$ cat src/rtl/ines_pkg.sv
// ines_pkg: shared states, lengths and magic bytes for the iNES stream loader.
package ines_pkg;
    typedef enum logic [2:0] {HDR, TRAINER, PRG, CHR, DONE, ERR} state_t;
    localparam int HDR_LEN        = 16;
    localparam int TRAINER_LEN    = 512;
    localparam int PRG_BANK_BYTES = 16384;
    localparam int CHR_BANK_BYTES = 8192;
    // Element 0 is the first byte of the file: "NES" followed by 0x1A.
    localparam logic [3:0][7:0] MAGIC = {8'h1A, 8'h53, 8'h45, 8'h4E};
endpackage

$ cat src/rtl/ines_header_decode.sv
// ines_header_decode: latches header bytes 4-7 and derives bank counts, mapper,
// mirroring, trainer presence and whether the image fits the write ports.
module ines_header_decode #(
    parameter int PRG_ADDR_W = 15,
    parameter int CHR_ADDR_W = 13
) (
    input  logic       clk,
    input  logic       rst,
    input  logic       wr,
    input  logic [3:0] idx,
    input  logic [7:0] data,
    output logic [7:0] prg_banks,
    output logic [7:0] chr_banks,
    output logic [7:0] mapper,
    output logic       mirror_v,
    output logic       trainer,
    output logic       size_ok
);
    localparam int PRG_MAX = 1 << (PRG_ADDR_W - 14);
    localparam int CHR_MAX = 1 << (CHR_ADDR_W - 13);

    logic [3:0] map_lo, map_hi;

    always_ff @(posedge clk) begin
        if (rst) begin
            prg_banks <= 8'd0;
            chr_banks <= 8'd0;
            map_lo    <= 4'd0;
            map_hi    <= 4'd0;
            mirror_v  <= 1'b0;
            trainer   <= 1'b0;
        end else if (wr) begin
            if (idx == 4'd4) prg_banks <= data;
            if (idx == 4'd5) chr_banks <= data;
            if (idx == 4'd6) begin
                map_lo   <= data[7:4];
                trainer  <= data[2];
                mirror_v <= data[0];
            end
            if (idx == 4'd7) map_hi <= data[7:4];
        end
    end

    assign mapper  = {map_hi, map_lo};
    assign size_ok = prg_banks != 8'd0 && 32'(prg_banks) <= PRG_MAX && 32'(chr_banks) <= CHR_MAX;
endmodule

$ cat src/rtl/ines_loader.sv
// ines_loader: consumes an iNES byte stream, checks the header, skips any trainer
// and writes PRG then CHR data to their memories at sequential addresses.
module ines_loader
    import ines_pkg::*;
#(
    parameter int PRG_ADDR_W = 15,
    parameter int CHR_ADDR_W = 13
) (
    input  logic                  clk,
    input  logic                  rst,
    input  logic                  s_valid,
    input  logic [7:0]            s_data,
    output logic                  s_ready,
    output logic                  prg_we,
    output logic [PRG_ADDR_W-1:0] prg_addr,
    output logic [7:0]            prg_wdata,
    output logic                  chr_we,
    output logic [CHR_ADDR_W-1:0] chr_addr,
    output logic [7:0]            chr_wdata,
    output logic                  busy,
    output logic                  done,
    output logic                  error,
    output logic [7:0]            prg_banks,
    output logic [7:0]            chr_banks,
    output logic [7:0]            mapper,
    output logic                  mirror_v
);
    state_t      state;
    logic [15:0] cnt;
    logic        accept, trainer, size_ok, bad_magic, prg_last, chr_last;

    assign s_ready   = !rst && state != DONE && state != ERR;
    assign accept    = s_valid && s_ready;
    assign bad_magic = cnt < 16'd4 && s_data != MAGIC[cnt[1:0]];
    assign prg_last  = 24'(cnt) == 24'(prg_banks) * 24'(PRG_BANK_BYTES) - 24'd1;
    assign chr_last  = 24'(cnt) == 24'(chr_banks) * 24'(CHR_BANK_BYTES) - 24'd1;

    ines_header_decode #(.PRG_ADDR_W(PRG_ADDR_W), .CHR_ADDR_W(CHR_ADDR_W)) u_hdr (
        .clk      (clk),
        .rst      (rst),
        .wr       (accept && state == HDR),
        .idx      (cnt[3:0]),
        .data     (s_data),
        .prg_banks(prg_banks),
        .chr_banks(chr_banks),
        .mapper   (mapper),
        .mirror_v (mirror_v),
        .trainer  (trainer),
        .size_ok  (size_ok)
    );

    always_ff @(posedge clk) begin
        if (rst) begin
            state     <= HDR;
            cnt       <= 16'd0;
            prg_we    <= 1'b0;
            prg_addr  <= '0;
            prg_wdata <= 8'd0;
            chr_we    <= 1'b0;
            chr_addr  <= '0;
            chr_wdata <= 8'd0;
            busy      <= 1'b0;
            done      <= 1'b0;
            error     <= 1'b0;
        end else begin
            prg_we <= 1'b0;
            chr_we <= 1'b0;
            if (accept) begin
                cnt  <= cnt + 16'd1;
                busy <= 1'b1;
                case (state)
                    HDR: begin
                        if (bad_magic) begin
                            state <= ERR;
                            error <= 1'b1;
                            busy  <= 1'b0;
                            cnt   <= 16'd0;
                        end else if (cnt == 16'(HDR_LEN - 1)) begin
                            cnt <= 16'd0;
                            if (!size_ok) begin
                                state <= ERR;
                                error <= 1'b1;
                                busy  <= 1'b0;
                            end else begin
                                state <= trainer ? TRAINER : PRG;
                            end
                        end
                    end
                    TRAINER: begin
                        if (cnt == 16'(TRAINER_LEN - 1)) begin
                            state <= PRG;
                            cnt   <= 16'd0;
                        end
                    end
                    PRG: begin
                        prg_we    <= 1'b1;
                        prg_addr  <= cnt[PRG_ADDR_W-1:0];
                        prg_wdata <= s_data;
                        if (prg_last) begin
                            // No CHR banks means CHR-RAM: the load ends here.
                            state <= chr_banks != 8'd0 ? CHR : DONE;
                            done  <= chr_banks == 8'd0;
                            busy  <= chr_banks != 8'd0;
                            cnt   <= 16'd0;
                        end
                    end
                    CHR: begin
                        chr_we    <= 1'b1;
                        chr_addr  <= cnt[CHR_ADDR_W-1:0];
                        chr_wdata <= s_data;
                        if (chr_last) begin
                            state <= DONE;
                            done  <= 1'b1;
                            busy  <= 1'b0;
                            cnt   <= 16'd0;
                        end
                    end
                    default: ;
                endcase
            end
        end
    end
endmodule

$ cat config.mk
export PLATFORM = sky130hd
export DESIGN_NAME = ines_loader
export DESIGN_NICKNAME = d
export VERILOG_FILES = /design/src/rtl/ines_pkg.sv /design/src/rtl/ines_header_decode.sv /design/src/rtl/ines_loader.sv
export SDC_FILE = /design/constraint.sdc
export NUM_CORES = 1
export LEC_CHECK = 0
export CAP_MARGIN = 10
export CORE_MARGIN = 4
export CORE_UTILIZATION = 53
export CTS_BUF_LIST = sky130_fd_sc_hd__clkbuf_4
export DETAILED_ROUTE_END_ITERATION = 8
export HOLD_SLACK_MARGIN = 0.05
export PLACE_DENSITY = 0.83
export SLEW_MARGIN = 10
export SYNTH_ARGS = -nofsm -noshare
export SYNTH_HDL_FRONTEND = slang
export SYNTH_SLANG_ARGS = --single-unit
export TNS_END_PERCENT = 10
$ cat constraint.sdc
create_clock -name clk -period 3.3 [get_ports clk]
set_clock_uncertainty 0.15 [all_clocks]
set_input_delay 0.33 -clock clk [delete_from_list [all_inputs] [get_ports clk]]
set_output_delay 0.33 -clock clk [all_outputs]
set_load 0.01 [all_outputs]
==> summary.md, run 1 <==
| Metric | Value |
|---|---|
| Count leader, synth | nand2_1 |
| Final Max Slew Viols | 0 |
| Register area share after synthesis | 0.461 |
| Multi-input logic area | 2010 µm² |
| HPWL reported at the end of detailed placement | roughly 7.6 mm |
| Hold Path Origin | rst |
| Post-place setup slack | roughly 0.52 ns |
| Final hold violations | 0 |
| Tmin final | between 2 and 3 ns |
| Final setup fails | 0 |
| Synth warnings | 0 |
| DIE HEIGHT | approximately 96 µm |
| RSZ-0062 raised after global routing | false |
| Top FF cell, synth | dfxtp_1 |
| Final instance area | 5110 µm² |
| WP data arrival | slightly above 3 ns |
| Grt total ovfl | 0 |
| Reg2reg end | cnt[14] |
| # nets final | roughly 600 |
| Core ar. | around 7400 µm² |
| Worst R2R Path Depth | 8 |
| Mean Syn Cell Area | about 7.9 µm² |
| WHS Path Cells | 2 |
| MaxCap Viol Count | 0 |
| DR vias | between 3000 and 4000 |
| Clock Sinks | 94 |
| Share of layout cells above drive strength 1 | 0.0492 |
| CP max FO | 11 |
| Fin Hold WS | 0.208 ns |
| Hold path endpoint | cnt[6] |
| Final Cycle Share | 0.868 |
| Status | complete, no violations |
| DIE AREA | ~9200 µm² |
| Flip-flop and latch area | between 1500 and 2000 µm² |
| Fill cells | approximately 620 |
| LEAKAGE | 0.00167 µW |
| Placer congestion estimate | between 0.8 and 0.9 |
| Cts bufs inserted | 9 |
| Slew HR | 0.554 |
| Resized cells post-CTS | 0 |
| Layout area overhead | 25.3% |
| Number of synthesized flops with an enable pin | 0 |
| Wirelength per Cell | ~15 µm |
| H-tree levels | 3 |
| CP required | about 3.5 ns |
| N_diodes | 0 |
| Mapped Area | roughly 4000 µm² |
| Max Freq | 0.349 GHz |
| Vias in the first global route | around 3600 |
| I/O pin count | 86 |
| Drt first-iter violations | between 200 and 250 |
| Total power | 1910 µW |
| Ys async rst share | 0 |
| Die Span X | about 96 µm |
| Worst Setup Start Kind | flip-flop |
| Fin worst setup slack | around 0.44 ns |
| Initial antenna violation count | 0 |
| Clock Tree Buf Depth | 2 |
| Mapped Cells | between 500 and 600 |
| DRT Pass-1 Iters | 5 |
| GRT Total Usage | 0.241 |
| Top cells by count, synth | 131 x nand2_1, 94 x dfxtp_1, 75 x a21oi_1 |
| Top-area cell type share of the netlist area | 0.461 |
| Worst reg-to-reg setup slack | between 0.4 and 0.5 ns |
| Via density | about 5.5 |
| Register bit total from synthesis | 94 |
| Skew-Pair Late Insertion Delay | ~0.45 ns |
| Biggest area consumer among synthesized cells | dfxtp_1 |
| Worst hold path class | input port to flip-flop |
| R2r startpoint | cnt[0] |
| Pwr dens | between 300 and 400 nW/µm² |
| IR drop worst, VDD | about 0.27 mV |
| CP Class | flip-flop to flip-flop |
| Site Rows | 31 |
| Initial Util | 0.553 |
| Post-Route Setup TNS | 0 ns |
| CTS tree | yes |
| Synth unique cells | 46 |
| Area after DPL | about 5000 µm² |
| Post-CTS Hold Buffers | 0 |
| Pin count of the biggest net entering global routing | 55 |
| Post-CTS Setup Inserts | 0 |
| Clock slew at reported path FFs | approximately 0.15 ns |
| Drt total wl | 10.5 mm |
| Port Buffers | 85 |
| DR DRC count | 0 |
| Mapped Nets | 537 |
| Setup crit end kind | flip-flop |
| CTS Root Cell | clkbuf_4 |
| Global-route wire length before repair | around 17 mm |
| Slew at the pin closest to its max-slew limit | approximately 0.66 ns |
| Antenna viol nets, final | 0 |
| Largest cells by area after synthesis | dfxtp_1 46%, nand2_1 12%, a21oi_1 9.2%, nand3_1 3.9%, xnor2_1 3.4% |
-- report_power, final --
| group | internal [µW] | total [µW] | switching (µW) | leakage, µW |
|---|---|---|---|---|
| Clock | 232 | 632 | 400 | 0.0000662 |
| Combinational | 46.5 | 123 | 76.2 | 0.000842 |
| Sequential | 1140 | 1160 | 15.4 | 0.000758 |
| Total | 1420 | 1910 | 492 | 0.00167 |
-- worst max-delay path by stage --
stage,startpoint,to,depth (start not counted)
2_1_floorplan,cnt[0],state[1],8
3_3_place_gp,cnt[1],state[1],8
3_5_place_dp,cnt[0],cnt[0],8
4_1_cts,cnt[0],cnt[14],8
5_1_grt,cnt[0],cnt[14],8
6_report,cnt[0],cnt[14],8
-- final cells by class --
type                            instances  share of cell area
Multi-Input combinational cell        373               0.393
Tap cell                               99              0.0242
Sequential cell                        94               0.368
Clock inverter                          7              0.0144
Inverter                               15              0.0110
Timing Repair Buffer                   92               0.176
Clock buffer                            9              0.0132
-- cells in the final DEF (no fill, tap or decap), types with 2 or more instances in the layout --
cell and n:
nand2_1 131, dfxtp_1 94, clkdlybuf4s50_1 84, a21oi_1 75
nand3_1 32, nor2_1 31, xnor2_1 16, inv_1 15
ha_1 9, clkbuf_4 9, nor3_1 8, buf_4 7
nor4_1 6, nand4_1 6, o21ai_0 6, xor2_1 5
a31oi_1 5, nand2b_1 4, or3b_1 3, nand3b_1 3
clkinvlp_4 3, nor2b_1 2, nor4b_1 2, or3_1 2
o2111ai_1 2, and2_1 2, a22oi_1 2, and3_1 2
a41oi_1 2
-- critical path: stages, from the launching register on --
cell       delay, ns
dfxtp_1         0.61
ha_1            0.43
nand3_1         0.24
nor4_1          0.34
buf_4           0.21
o2111ai_1       0.09
o21ai_0         0.21
a31o_2          0.39
nor2_1          0.08
-- cell families after synthesis --
group / after synthesis / synth area share
fa+ha+maj: 9 / 0.0276
simple gates: 243 / 0.275
flops: 94 / 0.461
mux: 1 / 0.00245
xor+xnor: 22 / 0.0509
buf+inv: 50 / 0.0500
compound gates: 98 / 0.133
-- sequential cells by signal (all words and copies together) (netlist names) --
register,cells
u_hdr.prg_banks,8
u_hdr.map_hi,4
u_hdr.chr_banks,8
state,3
cnt,16
chr_addr,13
chr_we,1
prg_wdata,8
u_hdr.trainer,1
busy,1
prg_we,1
prg_addr,15
done,1
error,1
chr_wdata,8
u_hdr.mirror_v,1
u_hdr.map_lo,4
-- stage by stage --
step,cells,util
after CTS,689,0.693
after detailed placement,673,0.674
after global placement,673,0.674
after global routing,689,0.693
final,689,0.693
after floorplan,517,-
-- per-layer routing --
metal / vias to the layer above / global-route usage / share of wire
met5: - / 0 / 0
met4: 0 / 0.0829 / 0.016
met3: 19 / 0.0485 / 0.052
met2: 128 / 0.412 / 0.50
met1: 1790 / 0.303 / 0.43
li1: 1880 / - / -
(Power assumes the default switching activity.)
==> run 2: changes to the inputs <==
SETUP_SLACK_MARGIN = 0.02   (was not set)
==> results of run 2 <==
Same layout as run 1: the final DEF is identical, and so are final timing and power.
